<file path="src/rtl/tx_pkg.sv">
// ISO14443A PICC transmit definitions: bit sequences, timing, FSM states.
// Shared by sequence_encode and tx.
package tx_pkg;

  typedef enum logic [1:0] {
    PICCBitSequence_D,
    PICCBitSequence_E,
    PICCBitSequence_F
  } PICCBitSequence;

  localparam int SYMBOL_CLKS          = 128;
  localparam int HALF_CLKS            = 64;
  localparam int SUBCARRIER_HALF_CLKS = 8;

  typedef enum logic [2:0] {
    ST_IDLE,
    ST_SOC,
    ST_DATA,
    ST_PARITY,
    ST_EOC
  } tx_state_e;

  function automatic PICCBitSequence bit_seq(input logic b);
    return b ? PICCBitSequence_D : PICCBitSequence_E;
  endfunction

  // Index of the final bit of an entry; 0 encodes a full byte.
  function automatic logic [2:0] last_idx(input logic [2:0] bits);
    return (bits == 3'd0) ? 3'd7 : bits - 3'd1;
  endfunction

endpackage

</file>
<file path="src/rtl/tx_sequence_encode.sv">
// Manchester/subcarrier symbol encoder: seq, seq_valid in; lm_out and
// seq_req (last clk of each symbol) out.
module sequence_encode
  import tx_pkg::*;
#(
  parameter bit INVERT_LM = 1'b0
) (
  input  logic           clk,
  input  logic           rst_n,
  input  PICCBitSequence seq,
  input  logic           seq_valid,
  output logic           lm_out,
  output logic           seq_req
);

  localparam int SC_BIT = $clog2(SUBCARRIER_HALF_CLKS);

  logic           active;
  PICCBitSequence seq_r;
  logic [6:0]     cnt;
  logic           second_half;
  logic           mod;

  always_ff @(posedge clk or negedge rst_n) begin
    if (!rst_n) begin
      active <= 1'b0;
      seq_r  <= PICCBitSequence_F;
      cnt    <= '0;
    end else if (seq_valid) begin
      active <= 1'b1;
      seq_r  <= seq;
      cnt    <= '0;
    end else if (active) begin
      active <= !seq_req;
      cnt    <= cnt + 7'd1;
    end
  end

  assign seq_req     = active && (cnt == 7'(SYMBOL_CLKS - 1));
  assign second_half = cnt >= 7'(HALF_CLKS);

  always_comb begin
    mod = 1'b0;
    unique case (seq_r)
      PICCBitSequence_D: mod = !second_half;
      PICCBitSequence_E: mod = second_half;
      default:           mod = 1'b0;
    endcase
  end

  // HALF_CLKS is a multiple of the subcarrier period, so the
  // subcarrier restarts at the start of each modulated half.
  assign lm_out = (active && mod && !cnt[SC_BIT]) ^ INVERT_LM;

endmodule

</file>
<file path="src/rtl/tx.sv">
// ISO14443A PICC-to-PCD frame transmitter: in_* valid/ready entries in,
// lm_out load-modulator drive, busy/done/underrun status out.
module tx
  import tx_pkg::*;
#(
  parameter bit INVERT_LM = 1'b0
) (
  input  logic       clk,
  input  logic       rst_n,
  input  logic [7:0] in_data,
  input  logic [2:0] in_bits,
  input  logic       in_last,
  input  logic       in_valid,
  output logic       in_ready,
  output logic       lm_out,
  output logic       busy,
  output logic       done,
  output logic       underrun
);

  tx_state_e      state, state_nx;
  PICCBitSequence seq;
  logic           seq_valid, seq_req;

  logic [7:0] shift_q, byte_q;
  logic [2:0] idx_q, last_q;
  logic       full_q, end_q;

  logic [7:0] hold_data;
  logic [2:0] hold_bits;
  logic       hold_end, hold_vld, end_seen;

  logic       accept, in_end;
  logic       nxt_vld, nxt_end;
  logic [7:0] nxt_data;
  logic [2:0] nxt_bits;

  logic load_in, reload, shift_en;
  logic set_under, set_done;

  assign accept = in_valid && in_ready;
  assign in_end = in_last || (in_bits != 3'd0);
  assign busy   = state != ST_IDLE;

  // An entry arriving on the reload cycle bypasses the hold register.
  assign nxt_vld  = hold_vld || accept;
  assign nxt_data = hold_vld ? hold_data : in_data;
  assign nxt_bits = hold_vld ? hold_bits : in_bits;
  assign nxt_end  = hold_vld ? hold_end : in_end;

  always_comb begin
    in_ready = 1'b0;
    unique case (state)
      ST_IDLE: in_ready = 1'b1;
      ST_EOC:  in_ready = 1'b0;
      default: in_ready = !hold_vld && !end_seen;
    endcase
  end

  always_ff @(posedge clk or negedge rst_n) begin
    if (!rst_n) state <= ST_IDLE;
    else        state <= state_nx;
  end

  always_comb begin
    state_nx  = state;
    seq       = PICCBitSequence_F;
    seq_valid = 1'b0;
    load_in   = 1'b0;
    reload    = 1'b0;
    shift_en  = 1'b0;
    set_under = 1'b0;
    set_done  = 1'b0;
    unique case (state)
      ST_IDLE: if (accept) begin
        state_nx  = ST_SOC;
        seq       = PICCBitSequence_D;
        seq_valid = 1'b1;
        load_in   = 1'b1;
      end
      ST_SOC: if (seq_req) begin
        state_nx  = ST_DATA;
        seq       = bit_seq(shift_q[0]);
        seq_valid = 1'b1;
      end
      ST_DATA: if (seq_req) begin
        seq_valid = 1'b1;
        if (idx_q != last_q) begin
          seq      = bit_seq(shift_q[1]);
          shift_en = 1'b1;
        end else if (full_q) begin
          state_nx = ST_PARITY;
          seq      = bit_seq(~^byte_q);
        end else begin
          state_nx = ST_EOC;
        end
      end
      ST_PARITY: if (seq_req) begin
        seq_valid = 1'b1;
        if (end_q) begin
          state_nx = ST_EOC;
        end else if (nxt_vld) begin
          state_nx = ST_DATA;
          seq      = bit_seq(nxt_data[0]);
          reload   = 1'b1;
        end else begin
          state_nx  = ST_EOC;
          set_under = 1'b1;
        end
      end
      ST_EOC: if (seq_req) begin
        state_nx = ST_IDLE;
        set_done = 1'b1;
      end
      default: state_nx = ST_IDLE;
    endcase
  end

  always_ff @(posedge clk or negedge rst_n) begin
    if (!rst_n) begin
      shift_q   <= '0;
      byte_q    <= '0;
      idx_q     <= '0;
      last_q    <= '0;
      full_q    <= 1'b0;
      end_q     <= 1'b0;
      hold_data <= '0;
      hold_bits <= '0;
      hold_end  <= 1'b0;
      hold_vld  <= 1'b0;
      end_seen  <= 1'b0;
      done      <= 1'b0;
      underrun  <= 1'b0;
    end else begin
      done     <= set_done;
      underrun <= set_under;

      if (load_in) begin
        shift_q <= in_data;
        byte_q  <= in_data;
        idx_q   <= '0;
        last_q  <= last_idx(in_bits);
        full_q  <= in_bits == 3'd0;
        end_q   <= in_end;
      end else if (reload) begin
        shift_q <= nxt_data;
        byte_q  <= nxt_data;
        idx_q   <= '0;
        last_q  <= last_idx(nxt_bits);
        full_q  <= nxt_bits == 3'd0;
        end_q   <= nxt_end;
      end else if (shift_en) begin
        shift_q <= shift_q >> 1;
        idx_q   <= idx_q + 3'd1;
      end

      if (reload) begin
        hold_vld <= 1'b0;
      end else if (accept && state != ST_IDLE) begin
        hold_vld  <= 1'b1;
        hold_data <= in_data;
        hold_bits <= in_bits;
        hold_end  <= in_end;
      end

      if (state == ST_IDLE)      end_seen <= accept && in_end;
      else if (accept && in_end) end_seen <= 1'b1;
    end
  end

  sequence_encode #(
    .INVERT_LM(INVERT_LM)
  ) u_enc (
    .clk      (clk),
    .rst_n    (rst_n),
    .seq      (seq),
    .seq_valid(seq_valid),
    .lm_out   (lm_out),
    .seq_req  (seq_req)
  );

endmodule

</file>
<file path="config.mk">
export PLATFORM = sky130hd
export DESIGN_NAME = tx
export DESIGN_NICKNAME = d
export VERILOG_FILES = /design/src/rtl/tx_pkg.sv /design/src/rtl/tx_sequence_encode.sv /design/src/rtl/tx.sv
export SDC_FILE = /design/constraint.sdc
export NUM_CORES = 1
export LEC_CHECK = 0
export ABC_CLOCK_PERIOD_IN_PS = 3400
export CAP_MARGIN = 10
export CORE_MARGIN = 4
export CORE_UTILIZATION = 58
export CTS_BUF_LIST = sky130_fd_sc_hd__clkbuf_8 sky130_fd_sc_hd__clkbuf_16
export CTS_CLUSTER_DIAMETER = 150
export DETAILED_ROUTE_END_ITERATION = 10
export PLACE_DENSITY = 0.79
export SYNTH_ARGS = -nofsm -noshare
export SYNTH_HDL_FRONTEND = slang
export SYNTH_SLANG_ARGS = --single-unit
</file>
<file path="constraint.sdc">
create_clock -name clk -period 3.4 [get_ports clk]
set_clock_uncertainty 0.1 [all_clocks]
set_input_delay 0.34 -clock clk [delete_from_list [all_inputs] [get_ports clk]]
set_output_delay 0.34 -clock clk [all_outputs]
set_load 0.02 [all_outputs]
</file>
== Word level (Yosys, flattened, before mapping) ==
Cells that the tools add are included.

* Input bits: 15
* Output and inout port bits: 5
* Flip-flop bits (word level): 53
* Logic and storage cells: 133

* $lt $le $gt $ge: 1
* Mux-type cells: 68
* Equality and inequality tests: 13
* Bitwise gates (word level): 1
* Add/subtract/negate cells: 4
* Reduce and logical (&&, ||, !) cells: 29

{| class="wikitable"
|+ Operators by type and width
! kind !! count
|-
| $mux W3 || 17
|-
| $mux W8 || 6
|-
| $mux W1 || 30
|-
| $mux W2 || 8
|-
| $pmux W3 S5 || 1
|-
| $mux W7 || 2
|-
| $logic_not A3 Y1 || 3
|-
| $reduce_bool A3 Y1 || 3
|-
| $ne A2 B1 Y1 const B || 4
|-
| $pmux W2 S4 || 1
|-
| $reduce_bool A2 Y1 || 4
|-
| $reduce_xnor A8 Y1 || 1
|-
| $add A7 B1 Y7 const B || 1
|-
| $eq A7 B7 Y1 const B || 1
|-
| $ge A7 B7 Y1 const B || 1
|-
| $logic_and A1 B1 Y1 || 7
|-
| $eq A3 B2 Y1 const B || 2
|-
| $pmux W1 S2 || 3
|-
| $reduce_and A6 Y1 || 1
|-
| $sub A3 B1 Y3 const B || 2
|-
| $logic_not A1 Y1 || 5
|-
| $ne A2 B2 Y1 const B || 2
|-
| $add A3 B1 Y3 const B || 1
|-
| $eq A3 B1 Y1 const B || 1
|-
| other kinds (8) || 9
|}

== Depth between registers and ports, before layout ==
* Depth after elaboration: 11
* Gate-level depth with buffers: 8
* Mapped depth without buffers: 6

== By module ==
Synthesis repeated with hierarchy kept, for this count alone.

* Cell total of the unflattened synthesis: 266
* Area, all modules: 2831.5 um^2

{| class="wikitable"
|+ Modules (own cells, without submodules)
! module !! cells each !! area each (um^2) !! times used !! seq. area each (um^2)
|-
| tx || 220 || 2341.0 || 1 || 1076.0
|-
| sequence_encode || 46 || 490.5 || 1 || 251.5
|}

== Worst setup path after synthesis ==
Ideal clock, no wire load.

* Kind: register to register
* Start: register u_enc.cnt[0]
* End: register hold_bits[2]
* Cell stages (with the launch flop): 8
* Setup time: 0.125 ns
* Path buffers: 2
* Arrival time: 1.771 ns
* Path slack: 1.405 ns
* Cell sequence: dfrtp_1 -> ha_1 -> nand3_1 -> or3_1 -> buf_2 -> nand4b_2 -> buf_6 -> mux2_2

* Longest elaborated chain between the ends: 6

{| class="wikitable"
|+ RTL lines
! element !! RTL line !! text
|-
| start: declaration || tx_sequence_encode.sv:20 || <nowiki>logic [6:0] cnt;</nowiki>
|-
| start signal: assignment || tx_sequence_encode.sv:35 || <nowiki>cnt <= cnt + 7'd1;</nowiki>
|-
| $eq A7 B7 Y1 || tx_sequence_encode.sv:39 || <nowiki>assign seq_req = active && (cnt == 7'(SYMBOL_CLKS - 1));</nowiki>
|-
| $logic_and A1 B1 Y1 || tx_sequence_encode.sv:39 ||
|-
| $mux W1 || tx.sv:98 || <nowiki>ST_PARITY: if (seq_req) begin</nowiki>
|-
| $mux W1 || tx.sv:74 || <nowiki>unique case (state)</nowiki>
|-
| $not A1 Y1 (no source line) || -- ||
|-
| $reduce_and A2 Y1 (no source line) || -- ||
|-
| end signal: assignment || tx.sv:162 || <nowiki>hold_bits <= in_bits;</nowiki>
|-
| end: declaration || tx.sv:30 || <nowiki>logic [2:0] hold_bits;</nowiki>
|}

No other way between the ends.
A chain may end at the register's enable or synchronous reset.

== Worst setup path after layout ==
* Start: register state[1]
* End: output in_ready

* Longest elaborated chain between the ends: 2
* Elaborated cells on any way between the ends: 3

{| class="wikitable"
|+ RTL lines
! element !! RTL line !! text
|-
| start: declaration || tx.sv:21 || <nowiki>tx_state_e state, state_nx;</nowiki>
|-
| start signal: assignment || tx.sv:62 || <nowiki>else state <= state_nx;</nowiki>
|-
| $eq A3 B3 Y1 / $logic_not A3 Y1 (equally long branches) || tx.sv:53 || <nowiki>unique case (state)</nowiki>
|-
| $pmux W1 S2 (*) || tx.sv:53 ||
|-
| end: declaration || tx.sv:14 || <nowiki>output logic in_ready,</nowiki>
|}

Mark *: on every way between the ends. The rest lies on a longest branch, timed or not.

==> impl_metrics.json <==
{
  "fp-row-count": 25,
  "nets": 314,
  "synth_most_common_cell": "dfrtp_1",
  "p_sw_share_pct": 35.23,
  "synthDominantCellAreaShare_pct": 46.51,
  "yosysWarnings": 0,
  "power_mw": 2.304,
  "area_growth_syn_to_layout_pct": 11.14,
  "ys.flop_type": "dfrtp_1",
  "maxSlewViolCount": 0,
  "yosys-top-cells-area": "dfrtp_1 (47%), mux2i_1 (5.7%), nor2_1 (5.0%)",
  "critPathArrivalTime_ns": 2.15,
  "grt_max_degree": 35,
  "drt_iter0_markers": 84,
  "cellPowerDensity_mw_per_mm2": 740.9,
  "grt_pass1_vias": 1943,
  "die_x_um": 77.45,
  "intPower_mw": 1.492,
  "wl_per_cell_um": 15.39,
  "combPwrFrac_pct": 34.1,
  "die-area_mm2": 0.005999,
  "cts_buffer_depth": 2,
  "finalSetupViolations": 0,
  "grt_use_total_pct": 19.26,
  "post_dp_cell_area_mm2": 0.002994,
  "setup_tns_ns": 0,
  "fin_crit_ns": 2.587,
  "overflow": 0,
  "vias_per_cell": 5.841,
  "clockPowerShare_pct": 18.8,
  "io_pins": 20,
  "post-cts-setup-buffers": 0,
  "netSwitchingPower_mw": 0.8117,
  "timing.final.crit_share_pct": 76.09,
  "ys_ff_latch": 53,
  "syn_inst": 277,
  "max-slew-margin-rel_pct": 21.26,
  "start_kind": "flip-flop",
  "dr.pass1.iters": 4,
  "hp-class": "primary input to asynchronous set/reset pin",
  "tightest_slew_ns": 1.171,
  "core_mm2": 0.004692,
  "clock-sinks": 53,
  "hold_buffers": 0,
  "synth_top_area_cell": "dfrtp_1",
  "vias": 2027,
  "cts_buffers": 5,
  "gp_congestion": 0.8186,
  "worst_slack_ns": 0.8130,
  "syn_nets": 299,
  "end_kind": "output pin",
  "die_h_um": 77.45,
  "path_max_fanout": 18,
  "cts_tree": "done",
  "ys_types": 52,
  "status": "finished with violations",
  "htreeDepth": 2,
  "syn_avg_cell_area_um2": 10.10,
  "path_clk_slew_ns": 0.09,
  "layout-drive-gt1-share_pct": 11.26,
  "antenna_found_initial": 0,
  "violations": "negative hold slack",
  "sequentialPowerShare_pct": 47.1,
  "dp.final_hpwl_um": 3896,
  "p_leak_nw": 1.416,
  "cts_root_buffer": "clkbuf_8",
  "worstSetupPathType": "flip-flop to output pin",
  "ys_seq_area_share_pct": 47.45,
  "crit_required_ns": 2.96,
  "pre_cts_ws_ns": 0.7605,
  "syn_area_mm2": 0.002798,
  "cts_resized": 0,
  "drv_cap": 0,
  "hold_viol": 29,
  "grt_pass1_wl_um": 9363,
  "synth-edff-count": 0,
  "synth_top_cells_by_count": "dfrtp_1 (52), nor2_1 (37), nand2_1 (25)",
  "start_util_pct": 59.63,
  "hold_slack_ns": -0.01308,
  "io_buffers": 19,
  "diodes": 0,
  "drc": 0,
  "ant_nets": 0,
  "clkLatencyLatePin_ns": 0.31,
  "grt_setup_unrepaired": "false",
  "async_flop_share_pct": 100.0,
  "ir_drop_mv": 0.4096,
  "stdcell_area_mm2": 0.003109,
  "drt_wl_total_um": 5342,
  "fmax_mhz": 386.5
}
[through the flow]
stage,cells,hold slack [ns],util (%)
after CTS,347,0.01742,66.27
after floorplan,277,-0.05559,-
final,347,-0.01308,66.27
after global routing,347,0.05433,66.27
after global placement,339,0.3450,63.81
after detailed placement,339,0.3585,63.81
[worst max-delay path: stages (launching register included)]
cell and delay [ns]:
dfrtp_1 0.41, buf_4 0.20, or3_1 0.43, o31ai_1 0.12, clkdlybuf4s50_1 0.67
[logic make-up (layout without fill, tap and decap cells)]
kind of cell | Yosys count | in the layout | synth area share (%)
flops | 53 | 53 | 47.45
buf+inv | 23 | 39 | 4.025
xor+xnor | 18 | 18 | 5.635
mux | 27 | 27 | 10.15
compound gates | 46 | 46 | 11.09
simple gates | 103 | 103 | 18.52
fa+ha+maj | 7 | 7 | 3.130
[worst paths after layout]
check / startpoint / slack (ns) / end / cells past startpoint
min in group clk: hold_bits[1] / 0.39 / hold_bits[1] / 2
setup reg to reg: u_enc.cnt[0] / 0.87 / u_enc.seq_r[0] / 6
hold reg to reg: hold_bits[1] / 0.39 / hold_bits[1] / 2
max in group asynchronous: rst_n / 2.46 / idx_q[0] / 2
hold / removal: rst_n / -0.01 / u_enc.cnt[0] / 1
setup / recovery: state[1] / 0.81 / in_ready / 4
[registers in the layout, indices dropped and copies added (netlist names), 2 cells and up]
name         flops
last_q           3
u_enc.seq_r      2
idx_q            3
u_enc.cnt        7
hold_data        8
shift_q          8
hold_bits        3
byte_q           8
state            3
[routing by layer]
layer / GRT usage, % / up-vias / share of wire (%)
met5: 0 / - / 0
met4: 5.160 / 0 / 1.1
met3: 3.016 / 6 / 4.5
met2: 29.79 / 52 / 47
met1: 28.30 / 983 / 47
li1: - / 986 / -
[area by class of cell]
| type | instances | area [µm²] |
|---|---|---|
| inverters | 9 | 33.78 |
| fillers | 377 | 1583 |
| well taps | 54 | 67.56 |
| flip-flops and latches | 53 | 1328 |
| clock buffers | 5 | 68.82 |
| clock inverters | 3 | 46.29 |
| repair buffers | 22 | 207.7 |
| multi-input cells | 201 | 1358 |
[cell usage in the layout, fill, tap and decap left out, types with 2 or more instances in the layout]
| cell | count |
|---|---|
| and3_1 | 8 |
| ha_1 | 7 |
| clkdlybuf4s50_1 | 18 |
| o21a_1 | 2 |
| nand2b_1 | 3 |
| mux2i_1 | 16 |
| nor3b_1 | 2 |
| nand4_1 | 4 |
| o21ai_2 | 2 |
| clkbuf_8 | 5 |
| mux2_2 | 11 |
| dfrtp_1 | 52 |
| nand3_1 | 4 |
| nor2_1 | 37 |
| o21ai_0 | 10 |
| nand2_1 | 25 |
| a21oi_1 | 15 |
| or3_1 | 4 |
| nor3_1 | 3 |
| xnor2_1 | 8 |
| buf_4 | 3 |
| xor2_1 | 10 |
| o31ai_1 | 3 |
| inv_1 | 9 |
[power by group through the flow]
stage,Clock (mW),Sequential [mW],Combinational (mW)
2_1_floorplan,0,1.02,0.656
3_3_place_gp,0,1.09,0.761
3_5_place_dp,0,1.10,0.785
4_1_cts,0.444,1.09,0.789
5_1_grt,0.473,1.12,0.883
6_report,0.433,1.08,0.786
No activity file was read; power rests on OpenSTA's default activity.
